File: src/rtl/axi_bus_arb_if.sv
// Signal bundle between the AXI bus arbiter and its two requesters
// (instruction fetch and vector LSU).
//
// Handshake: a requester holds *_req_i high while it wants the bus. The
// arbiter answers with a registered *_gnt_o. Once granted, the owner keeps
// the bus until it pulses *_done_i for one cycle on its last beat. The level
// of *_req_i does not matter while the bus is owned.
//
// state_dbg_o exposes the arbiter FSM state (0 = IDLE, 1 = OWN_IF,
// 2 = OWN_LSU) for observation.
interface axi_bus_arb_if;
    logic       if_req_i;
    logic       if_done_i;
    logic       lsu_req_i;
    logic       lsu_done_i;
    logic       if_gnt_o;
    logic       lsu_gnt_o;
    logic       bus_sel_o;
    logic       hold_axi_req_o;
    logic       timeout_o;
    logic       timeout_src_o;
    logic [1:0] state_dbg_o;

    // Arbiter side
    modport slave (
        input  if_req_i,
        input  if_done_i,
        input  lsu_req_i,
        input  lsu_done_i,
        output if_gnt_o,
        output lsu_gnt_o,
        output bus_sel_o,
        output hold_axi_req_o,
        output timeout_o,
        output timeout_src_o,
        output state_dbg_o
    );

    // Requester / environment side
    modport master (
        output if_req_i,
        output if_done_i,
        output lsu_req_i,
        output lsu_done_i,
        input  if_gnt_o,
        input  lsu_gnt_o,
        input  bus_sel_o,
        input  hold_axi_req_o,
        input  timeout_o,
        input  timeout_src_o,
        input  state_dbg_o
    );
endinterface

File: src/rtl/axi_bus_arb.sv
// Two-way, transaction-locked AXI bus arbiter between instruction fetch (IF)
// and the vector LSU. Ties are broken round-robin against the last releasing
// owner; the owner releases on its done pulse and the other requester, if
// waiting, takes over in the very next cycle.
//
// Optional feature: define ARB_TIMEOUT_EN to force-release an owner that
// holds the bus for TIMEOUT_CYCLES cycles without signalling done. Without
// the macro there is no counter and timeout_o / timeout_src_o are tied 0.
module axi_bus_arb #(
    parameter int unsigned TIMEOUT_CYCLES = 256,
    parameter int unsigned CNT_W          = 16
) (
    input  logic          clk,
    input  logic          rst,
    axi_bus_arb_if.slave  bus
);

    // Parameter sanity, caught at elaboration.
    if (TIMEOUT_CYCLES < 2 || TIMEOUT_CYCLES > 65535) begin : g_bad_timeout
        $error("axi_bus_arb: TIMEOUT_CYCLES out of range 2..65535");
    end
    if (CNT_W < 1 || CNT_W > 62 || (64'd1 << CNT_W) < 64'(TIMEOUT_CYCLES)) begin : g_bad_cnt_w
        $error("axi_bus_arb: CNT_W too narrow for TIMEOUT_CYCLES");
    end

    typedef enum logic [1:0] {
        IDLE    = 2'd0,
        OWN_IF  = 2'd1,
        OWN_LSU = 2'd2
    } state_e;

    // Owner encoding shared by last_owner, bus_sel and timeout_src.
    localparam logic OWNER_IF  = 1'b0;
    localparam logic OWNER_LSU = 1'b1;

    state_e state_q, state_d;
    logic   last_owner_q, last_owner_d;
    logic   bus_sel_q, bus_sel_d;
    logic   expire;        // owner has used up its hold budget this cycle
    logic   release_if;    // IF gives up the bus this cycle
    logic   release_lsu;   // vlsu gives up the bus this cycle

`ifdef ARB_TIMEOUT_EN
    logic [CNT_W-1:0] cnt_q, cnt_d;
    logic             timeout_q, timeout_d;
    logic             timeout_src_q, timeout_src_d;

    // The budget runs out on the owner's TIMEOUT_CYCLES-th owned cycle.
    always_comb begin
        expire = (state_q != IDLE) && (cnt_q == CNT_W'(TIMEOUT_CYCLES - 1));
    end

    // Counter restarts on every new grant and advances each owned cycle.
    always_comb begin
        cnt_d = '0;
        if (state_d != IDLE && state_d != state_q) begin
            cnt_d = '0;
        end else if (state_q != IDLE) begin
            cnt_d = cnt_q + CNT_W'(1);
        end
    end

    // Timeout pulse fires only when the release was forced, not on a real done.
    always_comb begin
        timeout_d     = 1'b0;
        timeout_src_d = timeout_src_q;
        if (expire && state_q == OWN_IF && !bus.if_done_i) begin
            timeout_d     = 1'b1;
            timeout_src_d = OWNER_IF;
        end else if (expire && state_q == OWN_LSU && !bus.lsu_done_i) begin
            timeout_d     = 1'b1;
            timeout_src_d = OWNER_LSU;
        end
    end

    // Timeout state registers.
    always_ff @(posedge clk or posedge rst) begin
        if (rst) begin
            cnt_q         <= '0;
            timeout_q     <= 1'b0;
            timeout_src_q <= 1'b0;
        end else begin
            cnt_q         <= cnt_d;
            timeout_q     <= timeout_d;
            timeout_src_q <= timeout_src_d;
        end
    end

    assign bus.timeout_o     = timeout_q;
    assign bus.timeout_src_o = timeout_src_q;
`else
    // Ownership ends only on done.
    always_comb begin
        expire = 1'b0;
    end

    assign bus.timeout_o     = 1'b0;
    assign bus.timeout_src_o = 1'b0;
`endif

    // An owner releases on its own done pulse (or a forced timeout); the
    // other side's done is ignored because only the owner's done is decoded.
    always_comb begin
        release_if  = (state_q == OWN_IF)  && (bus.if_done_i  || expire);
        release_lsu = (state_q == OWN_LSU) && (bus.lsu_done_i || expire);
    end

    // Next-state logic: arbitration in IDLE, hand-off on release.
    always_comb begin
        state_d      = state_q;
        last_owner_d = last_owner_q;
        unique case (state_q)
            IDLE: begin
                if (bus.if_req_i && bus.lsu_req_i) begin
                    // Contention: the side that did not own last goes first.
                    state_d = (last_owner_q == OWNER_LSU) ? OWN_IF : OWN_LSU;
                end else if (bus.if_req_i) begin
                    state_d = OWN_IF;
                end else if (bus.lsu_req_i) begin
                    state_d = OWN_LSU;
                end
            end
            OWN_IF: begin
                if (release_if) begin
                    last_owner_d = OWNER_IF;
                    state_d      = bus.lsu_req_i ? OWN_LSU : IDLE;
                end
            end
            OWN_LSU: begin
                if (release_lsu) begin
                    last_owner_d = OWNER_LSU;
                    state_d      = bus.if_req_i ? OWN_IF : IDLE;
                end
            end
            default: begin
                state_d = IDLE;
            end
        endcase
    end

    // Mux select follows the next owner so it lines up with the grant;
    // it keeps its previous value while the bus is idle.
    always_comb begin
        bus_sel_d = bus_sel_q;
        if (state_d == OWN_IF) begin
            bus_sel_d = OWNER_IF;
        end else if (state_d == OWN_LSU) begin
            bus_sel_d = OWNER_LSU;
        end
    end

    // FSM and ownership registers; IF wins the first tie after reset.
    always_ff @(posedge clk or posedge rst) begin
        if (rst) begin
            state_q      <= IDLE;
            last_owner_q <= OWNER_LSU;
            bus_sel_q    <= OWNER_IF;
        end else begin
            state_q      <= state_d;
            last_owner_q <= last_owner_d;
            bus_sel_q    <= bus_sel_d;
        end
    end

    // Grants are pure decodes of the registered state, so never both high.
    assign bus.if_gnt_o       = (state_q == OWN_IF);
    assign bus.lsu_gnt_o      = (state_q == OWN_LSU);
    assign bus.bus_sel_o      = bus_sel_q;
    assign bus.hold_axi_req_o = bus.if_req_i & ~(state_q == OWN_IF);
    assign bus.state_dbg_o    = state_q;

endmodule

File: src/flat_wrapper.sv
// flat-port wrapper written by rule: the top's interface ports become plain ports
module axi_bus_arb_flat 
#(
    parameter int unsigned TIMEOUT_CYCLES = 256,
    parameter int unsigned CNT_W          = 16
)
  (clk, rst, bus_if_req_i, bus_if_done_i, bus_lsu_req_i, bus_lsu_done_i, bus_if_gnt_o, bus_lsu_gnt_o, bus_bus_sel_o, bus_hold_axi_req_o, bus_timeout_o, bus_timeout_src_o, bus_state_dbg_o);
  axi_bus_arb_if bus_i ();
  input  logic clk;
  input  logic rst;
  input wire logic [$bits(bus_i.if_req_i)-1:0] bus_if_req_i;
  input wire logic [$bits(bus_i.if_done_i)-1:0] bus_if_done_i;
  input wire logic [$bits(bus_i.lsu_req_i)-1:0] bus_lsu_req_i;
  input wire logic [$bits(bus_i.lsu_done_i)-1:0] bus_lsu_done_i;
  output wire logic [$bits(bus_i.if_gnt_o)-1:0] bus_if_gnt_o;
  output wire logic [$bits(bus_i.lsu_gnt_o)-1:0] bus_lsu_gnt_o;
  output wire logic [$bits(bus_i.bus_sel_o)-1:0] bus_bus_sel_o;
  output wire logic [$bits(bus_i.hold_axi_req_o)-1:0] bus_hold_axi_req_o;
  output wire logic [$bits(bus_i.timeout_o)-1:0] bus_timeout_o;
  output wire logic [$bits(bus_i.timeout_src_o)-1:0] bus_timeout_src_o;
  output wire logic [$bits(bus_i.state_dbg_o)-1:0] bus_state_dbg_o;
  assign bus_i.if_req_i = bus_if_req_i;
  assign bus_i.if_done_i = bus_if_done_i;
  assign bus_i.lsu_req_i = bus_lsu_req_i;
  assign bus_i.lsu_done_i = bus_lsu_done_i;
  assign bus_if_gnt_o = bus_i.if_gnt_o;
  assign bus_lsu_gnt_o = bus_i.lsu_gnt_o;
  assign bus_bus_sel_o = bus_i.bus_sel_o;
  assign bus_hold_axi_req_o = bus_i.hold_axi_req_o;
  assign bus_timeout_o = bus_i.timeout_o;
  assign bus_timeout_src_o = bus_i.timeout_src_o;
  assign bus_state_dbg_o = bus_i.state_dbg_o;
  axi_bus_arb #(.TIMEOUT_CYCLES(TIMEOUT_CYCLES), .CNT_W(CNT_W)) u_core (.clk(clk), .rst(rst), .bus(bus_i));
endmodule
File: config.mk
export PLATFORM = sky130hd
export DESIGN_NAME = axi_bus_arb_flat
export DESIGN_NICKNAME = d
export VERILOG_FILES = /design/src/rtl/axi_bus_arb_if.sv /design/src/rtl/axi_bus_arb.sv /design/src/flat_wrapper.sv
export SDC_FILE = /design/constraint.sdc
export NUM_CORES = 1
export LEC_CHECK = 0
export BUFFER_PORTS_ARGS = -buffer_cell sky130_fd_sc_hd__clkbuf_2
export CAP_MARGIN = 10
export CORE_AREA = 2 2 39 41
export CTS_CLUSTER_SIZE = 14
export DETAILED_ROUTE_END_ITERATION = 16
export DIE_AREA = 0 0 41 43
export HOLD_SLACK_MARGIN = 0.08
export PLACE_DENSITY = 0.49
export SETUP_SLACK_MARGIN = 0.1
export SYNTH_ARGS = -nofsm -noshare
export SYNTH_HDL_FRONTEND = slang
export SYNTH_SLANG_ARGS = --single-unit
File: constraint.sdc
create_clock -name clk -period 2.8 [get_ports clk]
set_clock_uncertainty 0.15 [all_clocks]
set_input_delay 0.42 -clock clk [delete_from_list [all_inputs] [get_ports clk]]
set_output_delay 0.42 -clock clk [all_outputs]
set_load 0.03 [all_outputs]
Word level (Yosys, flattened, before mapping)
Index checks and enable logic that the tools add are counted.
{"block": "totals", "reg_bits": 4, "input_bits": 6, "output_inout_bits": 8}
{"block": "op_classes", "reduce_logical": 7, "eq_ne": 6, "n_bitwise": 2, "mux": 14}
{"op": "2-to-1 mux 2 bit", "count": 7}
{"op": "one-hot mux 2 bit (3 select lines)", "count": 1}
{"op": "2-to-1 mux 1 bit", "count": 5}
{"op": "== test 2 x 1 -> 1 bit, second input constant", "count": 2}
{"op": "== test 2 bit, second input constant", "count": 2}
{"op": "inequality test 2 x 1 -> 1 bit, second input constant", "count": 2}
{"op": "nonzero test 2 bit", "count": 2}
{"op": "logical AND 1 bit", "count": 3}
{"op": "AND reduction 3 bit", "count": 1}
{"op": "zero test 2 bit", "count": 1}
{"op": "one-hot mux 1 bit (2 select lines)", "count": 1}
{"op": "AND 1 bit", "count": 1}
{"op": "NOT 1 bit", "count": 1}

Depth between registers and ports, before layout
Gate-level depths: netlist (run 1).
{"block": "logic_depth", "ltp_word": 7, "ltp_mapped": 7}

Least setup slack after synthesis (run 1)
Ideal clock, no wire load.
{"block": "synth_path", "kind": "register to register", "startpoint": "register u_core.state_q[0], in the netlist u_core.bus.state_dbg_o[0]", "endpoint": "register u_core.bus_sel_q, in the netlist u_core.bus.bus_sel_o", "t_arrival_ns": 2.023, "required_ns": 2.571, "synth_period_minus_slack_ns": 2.252, "path_stages_with_launch": 8, "n_path_buf": 0, "path_slack_ns": 0.548, "path_cell_list": "dfrtp_1 -> inv_1 -> ha_1 -> inv_1 -> o21a_1 -> o311a_1 -> ha_1 -> mux2i_1"}
{"block": "synth_between", "elab_chain_len": 6, "word_cells_on_any_way": 15}
{"element": "start: declaration", "line": "axi_bus_arb.sv:36", "text": "state_e state_q, state_d;"}
{"element": "start signal: assignment", "line": "axi_bus_arb.sv:159", "text": "state_q <= state_d;"}
{"element": "== test 2 bit (*)"}
{"element": "net bus_lsu_gnt_o", "line": "flat_wrapper.sv:16", "text": "output wire logic [$bits(bus_i.lsu_gnt_o)-1:0] bus_lsu_gnt_o;"}
{"element": "logical AND 1 bit", "line": "axi_bus_arb.sv:105", "text": "release_lsu = (state_q == OWN_LSU) && (bus.lsu_done_i || expire);"}
{"element": "2-to-1 mux 2 bit", "line": "axi_bus_arb.sv:130", "text": "if (release_lsu) begin"}
{"element": "one-hot mux 2 bit (3 select lines) (*)", "line": "axi_bus_arb.sv:112", "text": "unique case (state_q)"}
{"element": "== test 2 x 1 -> 1 bit or == test 2 bit (tied branches)", "line": "axi_bus_arb.sv:145, axi_bus_arb.sv:147"}
{"element": "2-to-1 mux 1 bit or nonzero test 2 bit (tied branches)"}
{"element": "end signal: assignment", "line": "axi_bus_arb.sv:161", "text": "bus_sel_q <= bus_sel_d;"}
{"element": "end: declaration", "line": "axi_bus_arb.sv:38", "text": "logic bus_sel_q, bus_sel_d;"}
Mark *: on every way through the listed nets, which the timed path passes. The rest lies on a longest branch.
A chain may end at the register's enable or synchronous reset.

Worst setup path after layout (run 1)
{"block": "layout_path", "startpoint": "register u_core.state_q[1], in the netlist u_core.bus.state_dbg_o[1]", "endpoint": "output bus_hold_axi_req_o"}
{"block": "layout_between", "elab_chain_len": 3}
{"element": "== test 2 x 1 -> 1 bit", "line": "axi_bus_arb.sv:169", "text": "assign bus.hold_axi_req_o = bus.if_req_i & ~(state_q == OWN_IF);"}
{"element": "NOT 1 bit", "line": "axi_bus_arb.sv:169"}
{"element": "AND 1 bit", "line": "axi_bus_arb.sv:169"}
{"element": "end: declaration", "line": "flat_wrapper.sv:18", "text": "output wire logic [$bits(bus_i.hold_axi_req_o)-1:0] bus_hold_axi_req_o;"}
No other way between the ends.

==> flow_summary.yaml, run 1 <==
status:
  run_status: "complete, no violations"
setup_path:
  crit_start: "u_core.bus.state_dbg_o[1]"
  r2r-start: "u_core.bus.state_dbg_o[1]"
  crit_fanout: 5
  start_kind: "flip-flop"
  path_class: "reg -> out"
  crit_required_ns: 2.23
  ff2ff_setup_slack_ns: 0.81
  timing.critical_path.to_type: "output port"
  cp.arrival_ns: 1.46
clock_tree:
  numCtsBuffers: 3
  cts_resized: 0
  post-cts-setup-buffers: 0
  insertion_delay_ns: 0.24
  cts_hold_buffers: 1
  htree_levels: 1
  cts_sinks: 4
  clkTransAtPathRegs_ns: 0.04
  clockBufferDepth: 2
  root_buffer: "clkbuf_4"
  cts_tree: "built"
layout:
  fillers: 156
  post-route-util_pct: 32.4
  layout.cells.non_filler: 68
  fin_nets: 64
  final_cell_mix: "clkbuf_2, inv_1, ha_1"
  drive_gt1_share_pct: 32.7
  design_area_um2: 448
  layout_commonest_cell: "clkbuf_2"
  syn2layout_area_growth_pct: 28.8
  diodes: 0
pwr:
  finalPower_mw: 0.491
  ir_worst_vdd_uv: 332
  power.density_nw_per_um2: 1100
  p_leak_nw: 0.238
logic_synthesis:
  synthCells: 37
  yosysSeqAreaShare_pct: 29.1
  postSynthRegisterBits: 4
  yosysWarnings: 0
  syn-mean-instance-area_um2: 9.40
  syn_area_um2: 348
  synthDistinctLibCells: 22
timing:
  slew_violations: 0
  setup_ws_ns: 0.767
  tns_ns: 0
  finalCritPeriodShare_pct: 72.6
  final-setup-viol-count: 0
  hold_violations: 0
  layout_min_cycle_time_ns: 2.03
  fmax_mhz: 492
  rsz0062_at_grt: "false"
  whs_ns: 0.339
placement:
  io_buffers: 11
  place_congestion: 0.669
  dp_slack_ns: 0.791
  place_inst: 63
  place_area_um2: 412
  hpwl_um: 586
die:
  die_h_um: 43
  rows: 14
  die_w_um: 41
  start_util_pct: 25.1
  ios: 14
  die_area_um2: 1760
  coreArea_um2: 1380
route:
  drc: 0
  postRouteAntennaNets: 0
  drt_wl_total_um: 715
  vias: 303
  wl_per_cell_um: 10.5
  dr.pass1.iters: 4
  drt-initial-drc-count: 1
  vias_per_cell: 4.46
min_path:
  min_from: "bus_lsu_done_i"
  hold_path_class: "in -> reg"
grt:
  grt_start_max_net_pins: 7
  grt_pass1_vias: 306
  grt_pass1_wl_mm: 1.18
  grt_overflow: 0
  antenna_found_initial: 0
  grt_util_all_layers_pct: 10.3
flow_run:
  maxCapViolations: 0
-- layout make-up --
class / count / area, µm² / area share (%)
flip-flops and latches: 4 / 101 / 22.6
repair buffers: 12 / 65.1 / 14.5
inverters: 5 / 18.8 / 4.19
multi-input cells: 27 / 216 / 48.3
clock buffers: 4 / 26.3 / 5.87
well taps: 16 / 20.0 / 4.47
-- critical path, cell delays in order (launching register included) --
cell      delay, ns
dfrtp_1        0.41
inv_1          0.14
ha_1           0.27
and2b_2        0.23
clkbuf_2       0.17
-- kinds of logic (layout without fill, tap and decap cells) --
family                     Yosys count  count (layout)  synth area share, %
buffers and inverters                7              21                 9.71
AOI/OAI and AO/OA                    9               9                 18.7
other                                1               2                 1.08
muxes                                2               2                 5.76
adders and majority gates            5               5                 18.0
DFF                                  4               4                 29.1
and+or+nand+nor                      9               9                 17.6
-- final timing paths --
path,to,cells past startpoint
worst max register to register,u_core.bus.bus_sel_o,7
worst max-delay path,bus_hold_axi_req_o,4
worst min register to register,u_core.bus.bus_sel_o,2
min in group asynchronous,u_core.bus.bus_sel_o,3
worst min-delay path,u_core.last_owner_q,3
max in group asynchronous,u_core.last_owner_q,3
-- power by group --
part | internal, mW | total (mW) | switching [mW]
clock network | 0.0536 | 0.0789 | 0.0253
logic | 0.115 | 0.297 | 0.182
registers | 0.0882 | 0.115 | 0.0265
-- Yosys cell counts --
master / n / area (µm²)
o311ai_1: 1 / 8.76
inv_1: 5 / 18.8
o21a_1: 1 / 7.51
nor3_1: 2 / 10.0
nor2_1: 1 / 3.75
o21ai_0: 1 / 5.00
dfrtp_1: 3 / 75.1
ha_1: 5 / 62.6
conb_1: 1 / 3.75
nand2_1: 1 / 3.75
mux2i_1: 2 / 20.0
buf_4: 2 / 15.0
nand4b_1: 1 / 8.76
o21ai_1: 1 / 5.00
dfstp_2: 1 / 26.3
nand2b_4: 1 / 13.8
a211o_1: 1 / 8.76
a31oi_1: 2 / 12.5
o311a_1: 1 / 10.0
nor2b_1: 2 / 12.5
a21boi_1: 1 / 7.51
and2b_2: 1 / 8.76
-- state kept, by name, summed over array words and instances (netlist names) --
register and count:
u_core.bus.bus_sel_o 1, u_core.bus.state_dbg_o 2, u_core.last_owner_q 1
-- routing by layer --
| layer | track usage [%] | vias up | part of all wire, % |
|---|---|---|---|
| met5 | 0 | - | 0 |
| met4 | 8.00 | 0 | 0 |
| met3 | 1.57 | 0 | 6.0 |
| met2 | 17.2 | 10 | 48 |
| met1 | 10.5 | 137 | 46 |
| li1 | - | 156 | - |
No activity file was read; power rests on OpenSTA's default activity.
==> run 2, diff against run 1 <==
- ABC_AREA: default -> 1
- clock period: 2.8 -> 2 ns (I/O delays scaled with it)
==> run 2 against run 1 <==
Against the previous run: clock-buffer cell count unchanged; first-iteration DRC count increased to 5.0 times the previous value; area after synthesis down 0.72%; cell count up 22%; hold slack worse by 0.034 ns; sequential share of layout area decreased by 1.2 points; final area up 8.1%; register-to-register slack worse by 0.55 ns; critical path type is now reg -> reg; global-route usage shrank 0.81 points; highest routed layer unchanged.
==> flow_summary.yaml, run 2 <==
route:
  drc: 0
  vias_per_cell: 3.90
  dr.pass1.iters: 2
  postRouteAntennaNets: 0
  drt_wl_total_um: 702
  vias: 324
  drt-initial-drc-count: 5
  wl_per_cell_um: 8.46
logic_synthesis:
  yosysSeqAreaShare_pct: 29.3
  yosysTopAreaCell: "dfrtp_1"
  yosysTopAreaCellShare_pct: 21.7
  async_reset_ff_share_pct: 100
  synth_most_common_cell: "nand2_1"
  yosysWarnings: 0
  synth-main-ff-cell: "dfrtp_1"
  syn_area_um2: 345
  synth_edf_count: 0
  syn-mean-instance-area_um2: 6.77
  synthDistinctLibCells: 14
  postSynthRegisterBits: 4
  synthCells: 51
  synthTopCellsByArea: "dfrtp_1, nand2_1, ha_1"
  netlist_top_cells_count: "nand2_1, inv_1, ha_1"
layout:
  regArea_um2: 104
  syn2layout_area_growth_pct: 40.2
  diodes: 0
  layout_commonest_cell: "nand2_1"
  fillers: 148
  fin_nets: 79
  final_cell_mix: "nand2_1, clkbuf_2, inv_1"
  drive_gt1_share_pct: 37.3
  multiInputGateArea_um2: 228
  largest_reg_flops: 2
die:
  ios: 14
  die_w_um: 41
  die_h_um: 43
  start_util_pct: 25.0
  die_area_um2: 1760
  coreArea_um2: 1380
  rows: 14
timing:
  tns_ns: 0
  hold_violations: 0
  layout_min_cycle_time_ns: 1.74
  fmax_mhz: 573
  rsz0062_at_grt: "false"
  finalCritPeriodShare_pct: 87.2
  final-setup-viol-count: 0
  slew_violations: 0
setup_path:
  crit_family: "flip-flops"
  start_kind: "flip-flop"
  cpMaxStageDelayCell: "dfrtp_2"
  cp.arrival_ns: 1.71
  r2r.worst_path.cells: 10
  r2r-end: "u_core.bus.bus_sel_o"
  crit_top_cell: "nand2_1"
  worst-path-buf-inv: 1
  r2r-start: "u_core.bus.state_dbg_o[0]"
  crit_required_ns: 1.96
  timing.critical_path.to_type: "flip-flop"
  crit_fanout: 6
  path_cells: "inv_2 > ha_4 > nand2_1 > nand2_1 > nand2_1 > nand2_1 > o21bai_1 > ha_1 > nand2_1 > o21ai_0"
  cpPeakStageDelay_ns: 0.44
  path_class: "reg -> reg"
  ff2ff_setup_slack_ns: 0.26
min_path:
  min_from: "bus_lsu_done_i"
  hold_path_class: "in -> reg"
  hold_depth: 5
  whs_endpoint: "u_core.bus.state_dbg_o[0]"
pwr:
  ir_worst_vdd_uv: 610
  power.density_nw_per_um2: 1510
  p_int_mw: 0.367
  p_comb_share_pct: 61.1
  p_seq_share_pct: 24.2
  switchingPower_mw: 0.362
  p_sw_share_pct: 49.7
  p_leak_nw: 0.271
  finalPower_mw: 0.729
  clkPwrFrac_pct: 14.8
clock_tree:
  htree_levels: 1
  cts_tree: "built"
  numCtsBuffers: 3
  root_buffer: "clkbuf_4"
  clkTransAtPathRegs_ns: 0.04
  insertion_delay_ns: 0.23
  cts_sinks: 4
  clockBufferDepth: 2
grt:
  grt_pass1_wl_mm: 1.12
  grt_util_all_layers_pct: 9.49
  antenna_found_initial: 0
  grt_start_max_net_pins: 7
  grt_pass1_vias: 283
  grt_overflow: 0
status:
  run_status: "complete, no violations"
placement:
  io_buffers: 11
  place_congestion: 0.680
  hpwl_um: 583
flow_run:
  maxCapViolations: 0
## run 2: cell types whose count changed after synthesis, moves of 2 or more
cell / previous run / this run
nand2_1: 1 / 17
nand3_1: 0 / 4
inv_1: 5 / 8
a31oi_1: 2 / 0
mux2i_1: 2 / 0
nor2_1: 1 / 3
nor2b_1: 2 / 0
nor3_1: 2 / 0
o21ai_0: 1 / 3
## run 2: worst max path at each step
| stage | startpoint | to | slack [ns] | depth (start not counted) |
|---|---|---|---|---|
| floorplan | u_core.bus.state_dbg_o[0] | u_core.bus.bus_sel_o | 0.15 | 10 |
| CTS | u_core.bus.state_dbg_o[1] | u_core.bus.bus_sel_o | 0.17 | 9 |
| global placement | u_core.bus.state_dbg_o[1] | u_core.bus.bus_sel_o | 0.19 | 9 |
| global route | u_core.bus.state_dbg_o[0] | u_core.bus.bus_sel_o | 0.1 | 10 |
| finish | u_core.bus.state_dbg_o[0] | u_core.bus.bus_sel_o | 0.26 | 10 |
| detailed placement | u_core.bus.state_dbg_o[1] | u_core.bus.bus_sel_o | 0.16 | 9 |
## run 2: final cells by class
class	count	share of cell area, %
inverter	9	6.98
multi-input combinational	37	47.0
sequential	4	21.4
clock buffer	4	5.43
timing repair buffer	13	15.0
tap	16	4.13
## run 2: worst register-to-register path, stage by stage, from the launching register on
cell,delay [ns]
dfrtp_2,0.44
inv_2,0.08
ha_4,0.17
nand2_1,0.07
nand2_1,0.05
nand2_1,0.05
nand2_1,0.06
o21bai_1,0.16
ha_1,0.25
nand2_1,0.06
o21ai_0,0.07
## run 2: metal layers
metal / share of wire, % / GRT usage (%) / vias to the layer above
li1: - / - / 183
met1: 49 / 13.1 / 133
met2: 46 / 13.1 / 8
met3: 4.4 / 1.57 / 0
met4: 0 / 6.00 / 0
met5: 0 / 0 / -
## run 2: cell families (layout without fill, tap and decap cells)
group,Yosys count,count (layout),share of synthesized area [%]
other cells,1,2,1.09
compound gates,5,5,7.97
flops,4,4,29.3
fa+ha+maj,5,5,18.1
simple gates,25,25,29.3
buf+inv,11,26,14.1
## run 2: timing repair
| action | CTS | global route |
|---|---|---|
| endpoints found under the hold margin | 4 | 0 |
| buffers inserted | 0 | 1 |
| hold buffers | 1 | 0 |
| endpoints found under the setup margin | 0 | 1 |
| gates resized for setup | 0 | 3 |
## run 2: metrics by stage
step	std cells	setup WS [ns]	hold WS [ns]	utilization (%)	instance area, µm²
2_1_floorplan	52	0.150	-0.0848	-	377
3_3_place_gp	77	0.186	0.0156	31.6	437
3_5_place_dp	77	0.159	0.0141	31.6	437
4_1_cts	82	0.166	0.298	34.2	473
5_1_grt	83	0.0999	0.325	35.0	484
6_report	83	0.256	0.304	35.0	484
## run 2: power groups by stage
stage	combinational (mW)	clock, mW	sequential [mW]
after global placement	0.425	0	0.178
final	0.445	0.108	0.176
after detailed placement	0.427	0	0.178
after floorplan	0.287	0	0.221
after CTS	0.429	0.115	0.177
after global routing	0.507	0.121	0.183
==> run 3, diff against run 2 <==
- SETUP_SLACK_MARGIN: 0.1 -> default
- clock period: 2 -> 2.1 ns (I/O delays scaled with it)
==> run 3 against run 2 <==
Against the previous run: maximum frequency fell by 6.3%; wire length fell by 6.0%; combinational power fell by 16%; highest routed layer unchanged; largest power group unchanged; worst setup slack got worse by 0.017 ns; first-iteration DRC count fell by 40%; non-clock buffer count fell by 1; sequential share of layout area rose by 1.3 points; cell count fell by 1.2%; die area did not move; utilization fell by 2.8 points; power fell by 13%; via count fell by 2.2%.
==> flow_summary.yaml, run 3 (synthesis results as in run 2) <==
status:
  run_status: "complete, no violations"
die:
  die_w_um: 41
  rows: 14
  die_h_um: 43
  coreArea_um2: 1380
  ios: 14
  die_area_um2: 1760
  start_util_pct: 25.0
placement:
  hpwl_um: 549
  io_buffers: 11
  place_area_um2: 409
  place_congestion: 0.769
grt:
  grt_pass1_vias: 283
  grtUsageMet2_pct: 12.8
  antenna_found_initial: 0
  grt_overflow: 0
  met3_usage_pct: 1.57
  grt_busiest_layer: "met2"
  grt_pass1_wl_mm: 1.08
  grt_util_all_layers_pct: 8.97
  grt_start_max_net_pins: 7
  grt_util_met1_pct: 11.7
route:
  dr.pass1.iters: 2
  wl_per_cell_um: 8.05
  drt-initial-drc-count: 3
  postRouteAntennaNets: 0
  vias_per_cell: 3.87
  drc: 0
  vias: 317
  drt_wl_total_um: 660
timing:
  layout_min_cycle_time_ns: 1.86
  tns_ns: 0
  fmax_mhz: 537
  hold_violations: 0
  whs_ns: 0.312
  final-setup-viol-count: 0
  slew_violations: 0
  rsz0062_at_grt: "false"
  finalCritPeriodShare_pct: 88.6
layout:
  layout_commonest_cell: "nand2_1"
  syn2layout_area_growth_pct: 29.0
  post-route-util_pct: 32.2
  fin_nets: 78
  diodes: 0
  final_cell_mix: "nand2_1, clkbuf_2, inv_1"
  largest_reg_flops: 2
  design_area_um2: 445
  drive_gt1_share_pct: 25.8
clock_tree:
  post-cts-setup-buffers: 0
  cts_resized: 0
  root_buffer: "clkbuf_4"
  cts_sinks: 4
  numCtsBuffers: 3
  insertion_delay_ns: 0.24
  cts_tree: "built"
  clkTransAtPathRegs_ns: 0.04
  clockBufferDepth: 2
  htree_levels: 1
setup_path:
  timing.critical_path.to_type: "flip-flop"
  crit_start: "u_core.bus.state_dbg_o[0]"
  cp.arrival_ns: 1.82
  crit_fanout: 6
  path_class: "reg -> reg"
  crit_required_ns: 2.06
  start_kind: "flip-flop"
  r2r-start: "u_core.bus.state_dbg_o[0]"
pwr:
  ir_worst_vdd_uv: 501
  finalPower_mw: 0.634
  power.density_nw_per_um2: 1420
  p_leak_nw: 0.269
min_path:
  hold_path_class: "in -> reg"
  min_from: "bus_lsu_done_i"
flow_run:
  maxCapViolations: 0
## run 3: where the power goes
group	total, mW	internal, mW	switching [mW]
Sequential	0.155	0.119	0.0360
Combinational	0.376	0.126	0.250
Clock	0.104	0.0713	0.0322
## run 3: path summary, 6_finish.rpt
path,endpoint,slack [ns],cells after the start
max,u_core.bus.bus_sel_o,0.24,10
min,u_core.last_owner_q,0.31,5
max reg2reg,u_core.bus.bus_sel_o,0.24,10
min reg2reg,u_core.bus.bus_sel_o,0.33,2
max in group asynchronous,u_core.last_owner_q,1.23,3
min in group asynchronous,u_core.bus.state_dbg_o[0],0.34,3
## run 3: final cells by class
class | instances | area [µm²]
Timing Repair Buffer | 12 | 65.1
Clock buffer | 4 | 26.3
Sequential cell | 4 | 101
Inverter | 9 | 33.8
Fill cell | 157 | 938
Tap cell | 16 | 20.0
Multi-Input combinational cell | 37 | 199
## run 3: worst max-delay path: stages (launching register included)
cell      delay (ns)
dfrtp_1         0.44
inv_1           0.11
ha_1            0.25
nand2_1         0.10
nand2_1         0.05
nand2_1         0.05
nand2_1         0.06
o21bai_1        0.14
ha_1            0.25
nand2_1         0.06
o21ai_0         0.07
## run 3: metal layers
metal  part of all wire (%)  wire length (µm)
met3                    4.1                27
met1                     49               325
met2                     47               308
met4                      0                 0
met5                      0                 0
## run 3: stage by stage
stage	setup slack [ns]	instances
after floorplan	0.00894	52
after global placement	0.201	77
after detailed placement	0.229	77
after CTS	0.222	82
after global routing	0.0732	82
final	0.239	82
## run 3: what timing repair did
action / 4_1_cts / 5_1_grt
endpoints found under the setup margin: 0 / 0
hold endpoints to repair: 4 / 0
hold buffers: 1 / 0
